==> src/rtl/led_pkg.sv <==
// Shared types and helpers for the multi-channel LED pattern generator.
package led_pkg;

  localparam int MODE_W = 2;

  // Channel operating mode as written through the config port.
  typedef enum logic [MODE_W-1:0] {
    MODE_OFF   = 2'd0,
    MODE_ON    = 2'd1,
    MODE_BLINK = 2'd2,
    MODE_BURST = 2'd3
  } mode_e;

  // Per-channel pattern phase; IDLE covers steady OFF/ON and finished bursts.
  typedef enum logic [1:0] {
    PH_IDLE = 2'd0,
    PH_ON   = 2'd1,
    PH_OFF  = 2'd2
  } phase_e;

  // Prescaler divide ratio from the clock and time-base rates.
  function automatic int calc_div(input int clk_freq_hz, input int tick_hz);
    return clk_freq_hz / tick_hz;
  endfunction

endpackage

==> src/rtl/led_blinker_multi_channel.sv <==
// One LED channel: config registers, phase FSM, tick counter and burst counter.
// All registered state lives in st_q so checkers can bind to a single struct.
module led_channel
  import led_pkg::*;
#(
  parameter int TW = 16,
  parameter int BW = 8
) (
  input  logic          clk,
  input  logic          reset,
  input  logic          tick,
  input  logic          sync,
  input  logic          wr,
  input  mode_e         cfg_mode,
  input  logic [TW-1:0] cfg_on,
  input  logic [TW-1:0] cfg_off,
  input  logic [BW-1:0] cfg_burst,
  output logic          led,
  output logic          busy,
  output logic          done
);

  typedef struct packed {
    mode_e         mode;
    logic [TW-1:0] on_t;
    logic [TW-1:0] off_t;
    logic [BW-1:0] burst;
    logic [TW-1:0] cnt;
    logic [BW-1:0] rem;
    phase_e        phase;
    logic          led;
    logic          busy;
    logic          done;
  } ch_state_t;

  ch_state_t     st_q;
  ch_state_t     st_d;
  logic [TW-1:0] t_on_last;
  logic [TW-1:0] t_off_last;

  // Last tick index of each phase; a zero time field behaves as one tick.
  always_comb begin
    t_on_last  = (st_q.on_t  == '0) ? '0 : st_q.on_t  - TW'(1);
    t_off_last = (st_q.off_t == '0) ? '0 : st_q.off_t - TW'(1);
  end

  // State register.
  always_ff @(posedge clk) begin
    if (reset) st_q <= '0;
    else       st_q <= st_d;
  end

  // Next state: a write beats sync, sync beats a tick.
  always_comb begin
    st_d      = st_q;
    st_d.done = 1'b0;
    if (wr) begin
      st_d.mode  = cfg_mode;
      st_d.on_t  = cfg_on;
      st_d.off_t = cfg_off;
      st_d.burst = cfg_burst;
      st_d.rem   = cfg_burst;
      st_d.cnt   = '0;
      st_d.phase = PH_IDLE;
      st_d.led   = 1'b0;
      st_d.busy  = 1'b0;
      case (cfg_mode)
        MODE_ON:    st_d.led = 1'b1;
        MODE_BLINK: begin
          st_d.phase = PH_ON;
          st_d.led   = 1'b1;
        end
        MODE_BURST: begin
          if (cfg_burst == '0) begin
            st_d.done = 1'b1;
          end else begin
            st_d.phase = PH_ON;
            st_d.led   = 1'b1;
            st_d.busy  = 1'b1;
          end
        end
        default: ;
      endcase
    end else if (sync) begin
      if (st_q.phase != PH_IDLE) begin
        st_d.phase = PH_ON;
        st_d.cnt   = '0;
        st_d.led   = 1'b1;
      end
    end else if (tick) begin
      case (st_q.phase)
        PH_ON: begin
          if (st_q.cnt >= t_on_last) begin
            st_d.phase = PH_OFF;
            st_d.cnt   = '0;
            st_d.led   = 1'b0;
          end else begin
            st_d.cnt = st_q.cnt + TW'(1);
          end
        end
        PH_OFF: begin
          if (st_q.cnt >= t_off_last) begin
            st_d.cnt = '0;
            if (st_q.mode == MODE_BURST && st_q.rem <= BW'(1)) begin
              st_d.phase = PH_IDLE;
              st_d.busy  = 1'b0;
              st_d.done  = 1'b1;
            end else begin
              if (st_q.mode == MODE_BURST) st_d.rem = st_q.rem - BW'(1);
              st_d.phase = PH_ON;
              st_d.led   = 1'b1;
            end
          end else begin
            st_d.cnt = st_q.cnt + TW'(1);
          end
        end
        default: ;
      endcase
    end
  end

  assign led  = st_q.led;
  assign busy = st_q.busy;
  assign done = st_q.done;

endmodule

==> src/rtl/led_blinker_multi.sv <==
// Multi-channel LED pattern generator: shared prescaler, write decode and
// N_CH independent led_channel instances.
// Config port: cfg_we is a single-cycle strobe with no ready; every strobe
// addressing an existing channel is accepted on that edge.
module led_blinker_multi
  import led_pkg::*;
#(
  parameter int  CLK_FREQ_HZ = 100_000_000,
  parameter int  TICK_HZ     = 1000,
  parameter int  N_CH        = 4,
  parameter int  TW          = 16,
  parameter int  BW          = 8,
  localparam int CH_W        = (N_CH > 1) ? $clog2(N_CH) : 1
) (
  input  logic              clk,
  input  logic              reset,
  input  logic              sync,
  input  logic              cfg_we,
  input  logic [CH_W-1:0]   cfg_ch,
  input  logic [MODE_W-1:0] cfg_mode,
  input  logic [TW-1:0]     cfg_on,
  input  logic [TW-1:0]     cfg_off,
  input  logic [BW-1:0]     cfg_burst,
  output logic              tick,
  output logic [N_CH-1:0]   led,
  output logic [N_CH-1:0]   busy,
  output logic [N_CH-1:0]   done
);

  localparam int DIV = calc_div(CLK_FREQ_HZ, TICK_HZ);
  localparam int PW  = (DIV > 2) ? $clog2(DIV) : 1;

  if (DIV < 2) begin : g_div_check
    $error("led_blinker_multi: CLK_FREQ_HZ/TICK_HZ must be at least 2");
  end
  if (N_CH < 1 || N_CH > 16) begin : g_nch_check
    $error("led_blinker_multi: N_CH must be in 1..16");
  end

  logic [PW-1:0] pre_q;

  // Millisecond prescaler; sync realigns it so the next tick is DIV cycles out.
  always_ff @(posedge clk) begin
    if (reset)                        pre_q <= '0;
    else if (sync)                    pre_q <= '0;
    else if (pre_q == PW'(DIV - 1))   pre_q <= '0;
    else                              pre_q <= pre_q + PW'(1);
  end

  assign tick = (pre_q == PW'(DIV - 1));

  for (genvar i = 0; i < N_CH; i++) begin : g_ch
    logic wr;
    // Write decode: out-of-range channel numbers match no instance.
    assign wr = cfg_we && (cfg_ch == CH_W'(i));

    led_channel #(
      .TW (TW),
      .BW (BW)
    ) u_ch (
      .clk       (clk),
      .reset     (reset),
      .tick      (tick),
      .sync      (sync),
      .wr        (wr),
      .cfg_mode  (mode_e'(cfg_mode)),
      .cfg_on    (cfg_on),
      .cfg_off   (cfg_off),
      .cfg_burst (cfg_burst),
      .led       (led[i]),
      .busy      (busy[i]),
      .done      (done[i])
    );
  end

endmodule

==> config.mk <==
export PLATFORM = sky130hd
export DESIGN_NAME = led_blinker_multi
export DESIGN_NICKNAME = d
export VERILOG_FILES = /design/src/rtl/led_pkg.sv /design/src/rtl/led_blinker_multi_channel.sv /design/src/rtl/led_blinker_multi.sv
export SDC_FILE = /design/constraint.sdc
export NUM_CORES = 1
export LEC_CHECK = 0
export ABC_CLOCK_PERIOD_IN_PS = 7100
export CAP_MARGIN = 15
export CELL_PAD_IN_SITES_DETAIL_PLACEMENT = 1
export CELL_PAD_IN_SITES_GLOBAL_PLACEMENT = 1
export CORE_MARGIN = 5
export CORE_UTILIZATION = 45
export CTS_BUF_LIST = sky130_fd_sc_hd__clkbuf_16
export DETAILED_ROUTE_END_ITERATION = 16
export PLACE_DENSITY = 0.88
export SLEW_MARGIN = 5
export SYNTH_ARGS = -nofsm -noshare
export SYNTH_HDL_FRONTEND = slang
export SYNTH_HIERARCHICAL = 1
export SYNTH_SLANG_ARGS = --single-unit
export TNS_END_PERCENT = 10
==> constraint.sdc <==
create_clock -name clk -period 7.1 [get_ports clk]
set_clock_uncertainty 0.05 [all_clocks]
set_input_delay 0.71 -clock clk [delete_from_list [all_inputs] [get_ports clk]]
set_output_delay 0.71 -clock clk [all_outputs]
set_load 0.05 [all_outputs]
---- After elaboration in Yosys (flattened, before gate mapping) ----
Cells that the tools add are included.
storage, ports and cells
  register bits after elaboration ......... 269
  bits of input ports ..................... 48
  output and inout bits ................... 13
  word-level logic and storage cells ...... 291
operators by class
  $add $sub $neg .......................... 17
  $lt $le $gt $ge ......................... 12
  eq/ne operators ......................... 47
  multiplexer cells ....................... 97
  reductions and logical operators ........ 81
operators by type and width
  operator                 count
  $mux W16                 24
  $ge A16 B16 Y1           8
  $logic_not A16 Y1        8
  $mux W8                  16
  $pmux W16 S2             4
  $sub A16 B1 Y16 const B  8
  $mux W29                 4
  $mux W13                 8
  $add A16 B1 Y16 const B  4
  $reduce_bool A2 Y1       25
  $reduce_and A6 Y1        8
  $reduce_and A5 Y1        8
  $mux W3                  13
  $le A8 B1 Y1 const B     4
  $ne A4 B2 Y1 const B     8
  $sub A8 B1 Y8 const B    4
  $mux W2                  13
  $eq A2 B2 Y1 const B     12
  $ne A2 B1 Y1 const B     12
  $pmux W3 S2              4
  $reduce_bool A3 Y1       8
  $add A17 B1 Y17 const B  1
  $eq A17 B17 Y1 const B   1
  $ne A4 B3 Y1 const B     4
  11 further kinds         45

---- Depth between registers and ports, before layout ----
Gate-level depths: netlist of run 1.
  depth in word-level cells ............... 8
  mapped depth ............................ 17
  mapped depth without buffers ............ 15

---- Modules after synthesis ----
Netlist of run 1, hierarchy kept.
by module, submodules not included
  module                      instances  cells each  area an instance (sq um)  seq. area each (sq um)
  led_channel (g_ch[1].u_ch)  1          555         4466.8                    1261.2
  led_channel (g_ch[3].u_ch)  1          561         4410.5                    1261.2
  led_channel (g_ch[0].u_ch)  1          541         4408.0                    1261.2
  led_channel (g_ch[2].u_ch)  1          525         4294.1                    1261.2
  led_blinker_multi           1          89          804.5                     340.3

---- Least setup slack after synthesis of run 1 ----
Ideal clock, no wire load.
  path type ............................... reg2reg
  start point ............................. register pre_q[0]
  end point ............................... register g_ch[3].u_ch/st_q[10] (netlist name)
  library setup time ...................... 0.062 ns
  arrival time ............................ 4.000 ns
  required time ........................... 6.988 ns
  path slack .............................. 2.988 ns
  cell stages (with the launch flop) ...... 13
  buffers on the path ..................... 1
  clock period less this slack ............ 4.112 ns
  path through ............................ dfxtp_1 -> ha_1 -> and4_1 -> buf_4 -> nand2_2 -> nor3_1 -> nor2b_1 -> and3_1 -> o2111ai_1 -> a21oi_1 -> nand3_1 -> or4_1 -> nand3_1
between the ends
  longest elaborated chain between the ends .. 3
RTL lines
  element                              line                             RTL
  from (decl)                          led_blinker_multi.sv:40          logic [PW-1:0] pre_q;
  from (signal assigned)               led_blinker_multi.sv:47          else pre_q <= pre_q + PW'(1);
  $eq A17 B17 Y1                       led_blinker_multi.sv:50          assign tick = (pre_q == PW'(DIV - 1));
  named net tick                       led_blinker_multi.sv:24          output logic tick,
  $reduce_bool A2 Y1 (no source line)  -
  $reduce_and A6 Y1 (no source line)   -
  to (signal assigned)                 led_blinker_multi_channel.sv:50  else st_q <= st_d;
  to (decl)                            led_blinker_multi_channel.sv:36  ch_state_t st_q;
The timed path passes the listed nets, and every way through them passes these cells.
A chain may end at the register's enable or synchronous reset.

---- Worst setup path in the final report of run 1 ----
  start point ............................. register g_ch[3].u_ch/st_q[44] (netlist name)
  end point ............................... register g_ch[3].u_ch/st_q[21] (netlist name)
between the ends
  longest elaborated chain between the ends .. 7
  elaborated cells on any way between the ends .. 8
  classes of those cells .................. add/sub: 1; order compare: 1; mux: 5; reduce/logical: 1
RTL lines
  element                                                      line                              RTL
  $sub A16 B1 Y16 / $logic_not A16 Y1 (equally long branches)  led_blinker_multi_channel.sv:44   t_off_last = (st_q.off_t == '0) ? '0 : st_q.off_t - TW'(1);
  $mux W16 (*)                                                 led_blinker_multi_channel.sv:44
  $ge A16 B16 Y1 (*)                                           led_blinker_multi_channel.sv:102  if (st_q.cnt >= t_off_last) begin
  $mux W16 (*)                                                 led_blinker_multi_channel.sv:102
  $pmux W16 S2 (*)                                             led_blinker_multi_channel.sv:91   case (st_q.phase)
  $mux W29 (*)                                                 led_blinker_multi_channel.sv:90   end else if (tick) begin
  $mux W16 (*)                                                 led_blinker_multi_channel.sv:84   end else if (sync) begin
Every way passes the cells marked *; elsewhere a longest branch is shown, timed or not. The select of a mux whose other input is x is not followed.

==> results of run 1 <==
-- how the worst max path moves through the flow --
stage                                        from                                  to  slack, ps  cells past startpoint
3_3_place_gp   g_ch[3].u_ch/st_q[44]$_SDFFE_PP0P_  g_ch[3].u_ch/st_q[21]$_SDFFE_PP0P_       2410                     13
2_1_floorplan                 pre_q[0]$_SDFF_PP0_  g_ch[3].u_ch/st_q[10]$_SDFFE_PP0P_       2990                     12
5_1_grt        g_ch[3].u_ch/st_q[44]$_SDFFE_PP0P_  g_ch[3].u_ch/st_q[21]$_SDFFE_PP0P_       1510                     13
6_report       g_ch[3].u_ch/st_q[44]$_SDFFE_PP0P_  g_ch[3].u_ch/st_q[21]$_SDFFE_PP0P_       1980                     13
4_1_cts        g_ch[3].u_ch/st_q[44]$_SDFFE_PP0P_  g_ch[3].u_ch/st_q[21]$_SDFFE_PP0P_       2010                     13
3_5_place_dp   g_ch[3].u_ch/st_q[44]$_SDFFE_PP0P_  g_ch[3].u_ch/st_q[21]$_SDFFE_PP0P_       2120                     13
-- power by group through the flow --
stage / clock network (mW) / logic [mW] / registers, mW
2_1_floorplan: 0 / 0.685 / 1.62
6_report: 1.67 / 0.971 / 1.59
5_1_grt: 1.76 / 1.08 / 1.60
3_5_place_dp: 0 / 0.951 / 1.62
4_1_cts: 1.71 / 0.968 / 1.59
3_3_place_gp: 0 / 0.882 / 1.62
-- flip-flops by register name, indices dropped and copies added (netlist names) --
register	cells
g_ch.u_ch/busy	4
g_ch.u_ch/done	4
g_ch.u_ch/led	4
g_ch.u_ch/st_q	240
pre_q	17
-- kinds of logic (layout without fill, tap and decap cells) --
logic type	after synthesis	count (layout)	share of synthesized area, %
fa+ha+maj	181	181	12.3
simple gates	1035	1035	27.3
xor+xnor	120	120	5.72
compound gates	357	357	13.5
mux	154	154	8.38
flops	269	269	29.3
buf+inv	155	206	3.44
-- layout by cell type (no fill, tap or decap), drive strengths merged, types with 59 or more instances in the layout --
cell           netlist  final
xor2                67     67
o21ai               62     62
dfxtp              269    269
clkdlybuf4s50        0     59
mux2i              154    154
nand2              310    310
nand3               71     71
inv                 75     82
a21oi               80     80
ha                 181    181
nor2               303    303
nor3                73     73
-- cell type report --
class / count / share of cell area (%)
Clock buffer: 37 / 4.52
Clock inverter: 23 / 0.648
Tap cell: 532 / 3.25
Sequential cell: 269 / 26.3
Inverter: 75 / 1.38
Timing Repair Buffer: 71 / 3.34
Multi-Input combinational cell: 1847 / 60.5
-- critical path, delay by kind of cell, from the launching register on --
kind,cells,cell delay [ps]
and+or+nand+nor,8,2490
AOI/OAI and AO/OA,4,1820
adders and majority gates,1,280
DFF,1,360
-- metal layers --
metal / routed length (microns) / up-vias / global-route usage, %
li1: - / 8229 / -
met1: 27400 / 8525 / 34.5
met2: 27600 / 407 / 43.4
met3: 2720 / 115 / 3.31
met4: 1810 / 0 / 8.44
met5: 0 / - / 0
-- metrics by stage --
step	hold slack (ps)	instances	power, mW
floorplan	376	2271	2.30
global placement	390	2794	2.50
detailed placement	412	2794	2.57
CTS	428	2854	4.26
global route	447	2854	4.44
finish	416	2854	4.23
==> metrics.txt, run 1 <==
DR vias/cell=between 6 and 7; Die Ht=212 microns; total die area=45000 sq um; # fillers=between 4000 and 5000; crit-path cells=or4_1, nor4_1, nor2b_1, nand4_1, and2_1, ha_1, nor3b_1, nor2_1, o31ai_1, a21oi_1, o22ai_2, nand2_1, o311ai_1; Clock Power Share=39.4%; slew margin rel.=22.0%; Layout area overhead=11.3%; CTS Sinks=roughly 270; Fin. Hold Viols=0; setup TNS=0 ps; Power Density=207 nW/um^2; Async SR Flop Fraction=0%; synthesized area=18400 sq um; CTS Buf Count=34; Antenna Cells=0; sequential fraction of the synthesis area=29.3%; HP Class=reg -> reg; Area after DPL=roughly 19000 sq um; period utilization=72.1%; sequential power share=a little under two fifths; clk buf depth=3; total wire length=59500 microns; Ys Warns=6; Multi-input gate area=12400 sq um; P_sw=about 1.3 mW; Routed Antenna Nets=0; R2R setup slack=1980 ps; Mapped Cells=2271; hold path start=pre_q[0]$_SDFF_PP0_; Synth Register Bits=269; register area=5390 sq um; Worst Reg-to-Reg Cells=13; vias in the first global route=about 18000; RSZ-0062 raised after global routing=no; fmax=roughly 200 MHz; top-count cell post-synth=nand2_1; WP data required=7490 ps; CP Class=reg -> reg; final instance area=about 20000 sq um; initial core utilization=45.2%; fin. max-slew vios=0; Yosys top cell area share=between 20% and 30%; Avg Cell Area, Syn=between 8 and 9 sq um; Largest stage delay, worst path=~880 ps; final setup margin=1980 ps; Worst VDD drop=0.180 mV; hold-critical path depth=1; hold buffer count at CTS=0; Pre-Repair DR Iteration Count=5; commonest cells in the netlist=nand2_1, nor2_1, dfxtp_1; Net Sw Frac=31.7%; status=finished, final reports clean; layout cells sized above 1=4.48%; postcts setup bufs=0; # port buffers=60; first-pass GRT wire length=roughly 96000 microns; Vias=17300; drc violations=0; Netlist cell types=96; I/O pin count=61; Post-synth EDFFs=0; routed wire length per instance=20.8 microns; clock tree root buffer cell=clkbuf_16; post-layout util=50.4%; Detailed Route Iter0 Violations=897; DIE WIDTH=between 200 and 250 microns; initial antenna violation count=0; combinational fraction of design power=22.9%; Final setup viols=0; row count=74; H-tree Lvls=2; CTS tree=done; Syn Nets=2500; P_int=2.89 mW; Placeable Area=40600 sq um; Place WS=2120 ps; # nets final=2527; Worst EP arrival=5510 ps; Main synth FF type=dfxtp_1; Total GRT Usage=25.8%; leakage=8.31 nW; crit end category=flip-flop; Area contributors post-synth=dfxtp_1, ha_1, mux2i_1; critical-path maximum fanout=28; Hold Path Sink=pre_q[0]$_SDFF_PP0_; PostCTS Resize Cnt=0; max_cap viols=0; reg-to-reg critical path startpoint=g_ch[3].u_ch/st_q[44]$_SDFFE_PP0P_; Clk pin slew, worst setup/hold paths=60 ps; minimum clock period=5120 ps; grt ovf=0; RR Endpoint=g_ch[3].u_ch/st_q[21]$_SDFFE_PP0P_; Slowest-stage cell, CP=o22ai_2; Worst-Margin Slew=around 1200 ps; Post-DP HPWL=~44000 microns; Setup crit start kind=flip-flop; Synth area leader=dfxtp_1; clock latency on the worst-skew pair=540 ps; placer congestion estimate=0.862; pin count of the biggest net entering global routing=77
(Power assumes the default switching activity.)
==> inputs of run 2 (changes only) <==
ABC_CLOCK_PERIOD_IN_PS = 5300   (was 7100)
clock period = 5.3 ns   (was 7.1 ns; I/O delays follow)
==> metrics.txt, run 2 (synthesized netlist as in run 1, its figures left out) <==
Hold Path Sink=g_ch[3].u_ch/st_q[69]$_SDFFE_PP0P_; Pre-Repair DR Iteration Count=5 (unchanged); setup TNS=0 ps (unchanged); DR vias/cell=6.16 (+1.8%); total die area=45000 sq um (unchanged); family with the most delay on the worst path=simple AND/OR/NAND/NOR gates; leakage=8.39 nW (+0.94%); RSZ-0062 raised after global routing=no; Die Ht=212 microns (unchanged); R2R setup slack=380 ps (-1600 ps); WHS=415 ps (-1.27 ps); max_cap viols=0 (unchanged); CTS tree=done; Setup crit start kind=flip-flop; Cells after DPL=2796 (+0.072%); P_sw=1.87 mW (+39%); initial antenna violation count=0 (unchanged); Clk pin slew, worst setup/hold paths=50 ps (about the same); Slowest-stage cell, CP=a21oi_1; Largest regs=g_ch.u_ch/st_q (240), pre_q (17); PostCTS Resize Cnt=0 (unchanged); post-layout util=50.8% (+0.40 points); # port buffers=60 (unchanged); max reg flops=240 (unchanged); row count=74 (unchanged); register area=5390 sq um (unchanged); most frequent cells in the layout=nand2_1, nor2_1, dfxtp_1; commonest non-fill, non-tap cell in the layout=nand2_1; Antenna Cells=0 (unchanged); Worst VDD drop=0.209 mV (+16%); Total GRT Usage=26.8% (+0.97 points); crit-path cells=or4_1, nor4_1, nor2b_1, nand4_1, nand2_1, ha_1, nand4_1, nor4_1, o31ai_1, a21oi_1, nand3_1, or4_1, nand3_1; layout cells sized above 1=4.98% (+0.50 points); Fin. Hold Viols=0 (unchanged); sequential power share=35.8% (-1.8 points); Detailed Route Iter0 Violations=1162 (+30%); CTS Buf Count=36 (+5.9%); combinational fraction of design power=22.0% (-0.9 points); H-tree Lvls=2 (unchanged); reg-to-reg critical path startpoint=g_ch[3].u_ch/st_q[44]$_SDFFE_PP0P_; Worst-Margin Slew=1120 ps (-39.6 ps); Place WS=618 ps (-1500 ps); Placeable Area=40600 sq um (unchanged); clock tree root buffer cell=clkbuf_16; CTS Sinks=269 (unchanged); hold path start=reset; crit end category=flip-flop; Post-DP HPWL=44600 microns (+1.2%); Worst EP arrival=5370 ps (-140 ps); Layout area overhead=12.2%; DIE WIDTH=212 microns (unchanged); clock latency on the worst-skew pair=560 ps (+20 ps); CP Class=reg -> reg; status=finished, final reports clean; Routed Antenna Nets=0 (unchanged); placer congestion estimate=0.880 (+2.1%); WP data required=5750 ps (-1740 ps); Net Sw Frac=31.4% (-0.32 points); P_int=4.09 mW (+41%); hold-critical path depth=2 (+1); Multi-input gate area=12400 sq um (unchanged); vias in the first global route=18500 (+2.8%); routed wire length per instance=21.6 microns (+3.8%); pin count of the biggest net entering global routing=91 (+18%); total wire length=61900 microns (+4.1%); minimum clock period=4920 ps (-195 ps); # fillers=4917 (+0.041%); WP buf/inv=0 (unchanged); Worst Reg-to-Reg Cells=13 (unchanged); period utilization=92.9% (+21 points); postcts setup bufs=0 (unchanged); fin. max-slew vios=0 (unchanged); RR Endpoint=g_ch[3].u_ch/st_q[10]$_SDFFE_PP0P_; Largest stage delay, worst path=830 ps (-50 ps); Final setup viols=0 (unchanged); HP Class=in -> reg; I/O pin count=61 (unchanged); grt ovf=0 (unchanged); Reg with most FFs=g_ch.u_ch/st_q; first-pass GRT wire length=98700 microns (+3.2%); Vias=17600 (+2.1%); critical-path maximum fanout=16 (-43%); initial core utilization=45.2% (unchanged); Power Density=289 nW/um^2 (+40%); fmax=203 MHz (+4.0%); clk buf depth=3 (unchanged); # nets final=2532 (+0.20%); hold buffer count at CTS=0 (unchanged); slew margin rel.=25.0% (+3.0 points); Non-Filler Instances=2862 (+0.28%); final setup margin=375 ps (-1600 ps); Clock Power Share=42.2% (+2.8 points); drc violations=0 (unchanged)
[run 2: cell count changes in the layout (fill, tap and decap cells not counted)]
cell	before	now
bufinv_16	1	5
inv_1	82	78
clkinv_2	3	6
buf_4	11	13
clkinv_4	1	3
clkinvlp_4	3	1
inv_6	0	2
clkbuf_4	0	1
[run 2: final cells by class]
type | instances | area share (%)
Multi-Input combinational cell | 1847 | 60.1
Sequential cell | 269 | 26.1
Clock buffer | 37 | 4.49
Timing Repair Buffer | 74 | 3.43
Tap cell | 532 | 3.23
Inverter | 75 | 1.36
Clock inverter | 28 | 1.32
[run 2: per-stage QoR]
step / total power [mW] / area, sq um
floorplan: 3.08 / 18400
global placement: 3.35 / 19400
detailed placement: 3.45 / 19400
CTS: 5.99 / 20600
global route: 6.23 / 20600
finish: 5.96 / 20600
[run 2: metal layers]
layer,up-vias,track usage [%],routed length (microns)
met2,517,45.4,29200
met5,-,0,0
met4,0,9.04,1690
li1,8246,-,-
met1,8750,35.1,27700
met3,124,3.94,3320
[run 2: power groups by stage]
stage	combinational [mW]	sequential (mW)	clock, mW
global route	1.46	2.14	2.62
CTS	1.30	2.13	2.55
global placement	1.18	2.17	0
detailed placement	1.27	2.18	0
finish	1.31	2.14	2.51
floorplan	0.918	2.16	0
[run 2: worst reg2reg max path: cells and delay by family (launching register included)]
family / cells / cell delay (ps)
simple gates: 10 / 3260
compound gates: 2 / 1010
flops: 1 / 360
fa+ha+maj: 1 / 180
[run 2: how the worst max path moves through the flow]
stage                                             from                                 end  slack [ps]  depth (start not counted)
floorplan                          pre_q[0]$_SDFF_PP0_  g_ch[3].u_ch/st_q[10]$_SDFFE_PP0P_        1190                         12
global placement    g_ch[3].u_ch/st_q[44]$_SDFFE_PP0P_  g_ch[3].u_ch/st_q[10]$_SDFFE_PP0P_         870                         13
detailed placement  g_ch[3].u_ch/st_q[44]$_SDFFE_PP0P_  g_ch[3].u_ch/st_q[10]$_SDFFE_PP0P_         620                         13
CTS                 g_ch[3].u_ch/st_q[44]$_SDFFE_PP0P_  g_ch[3].u_ch/st_q[14]$_SDFFE_PP0P_         480                         14
global route        g_ch[3].u_ch/st_q[44]$_SDFFE_PP0P_  g_ch[3].u_ch/st_q[10]$_SDFFE_PP0P_         110                         13
finish              g_ch[3].u_ch/st_q[44]$_SDFFE_PP0P_  g_ch[3].u_ch/st_q[10]$_SDFFE_PP0P_         380                         13
==> inputs of run 3 (changes only) <==
CTS_CLUSTER_DIAMETER = 120   (was default)
==> results of run 3 <==
Same layout as run 2: the final DEF is identical, and so are final timing and power.
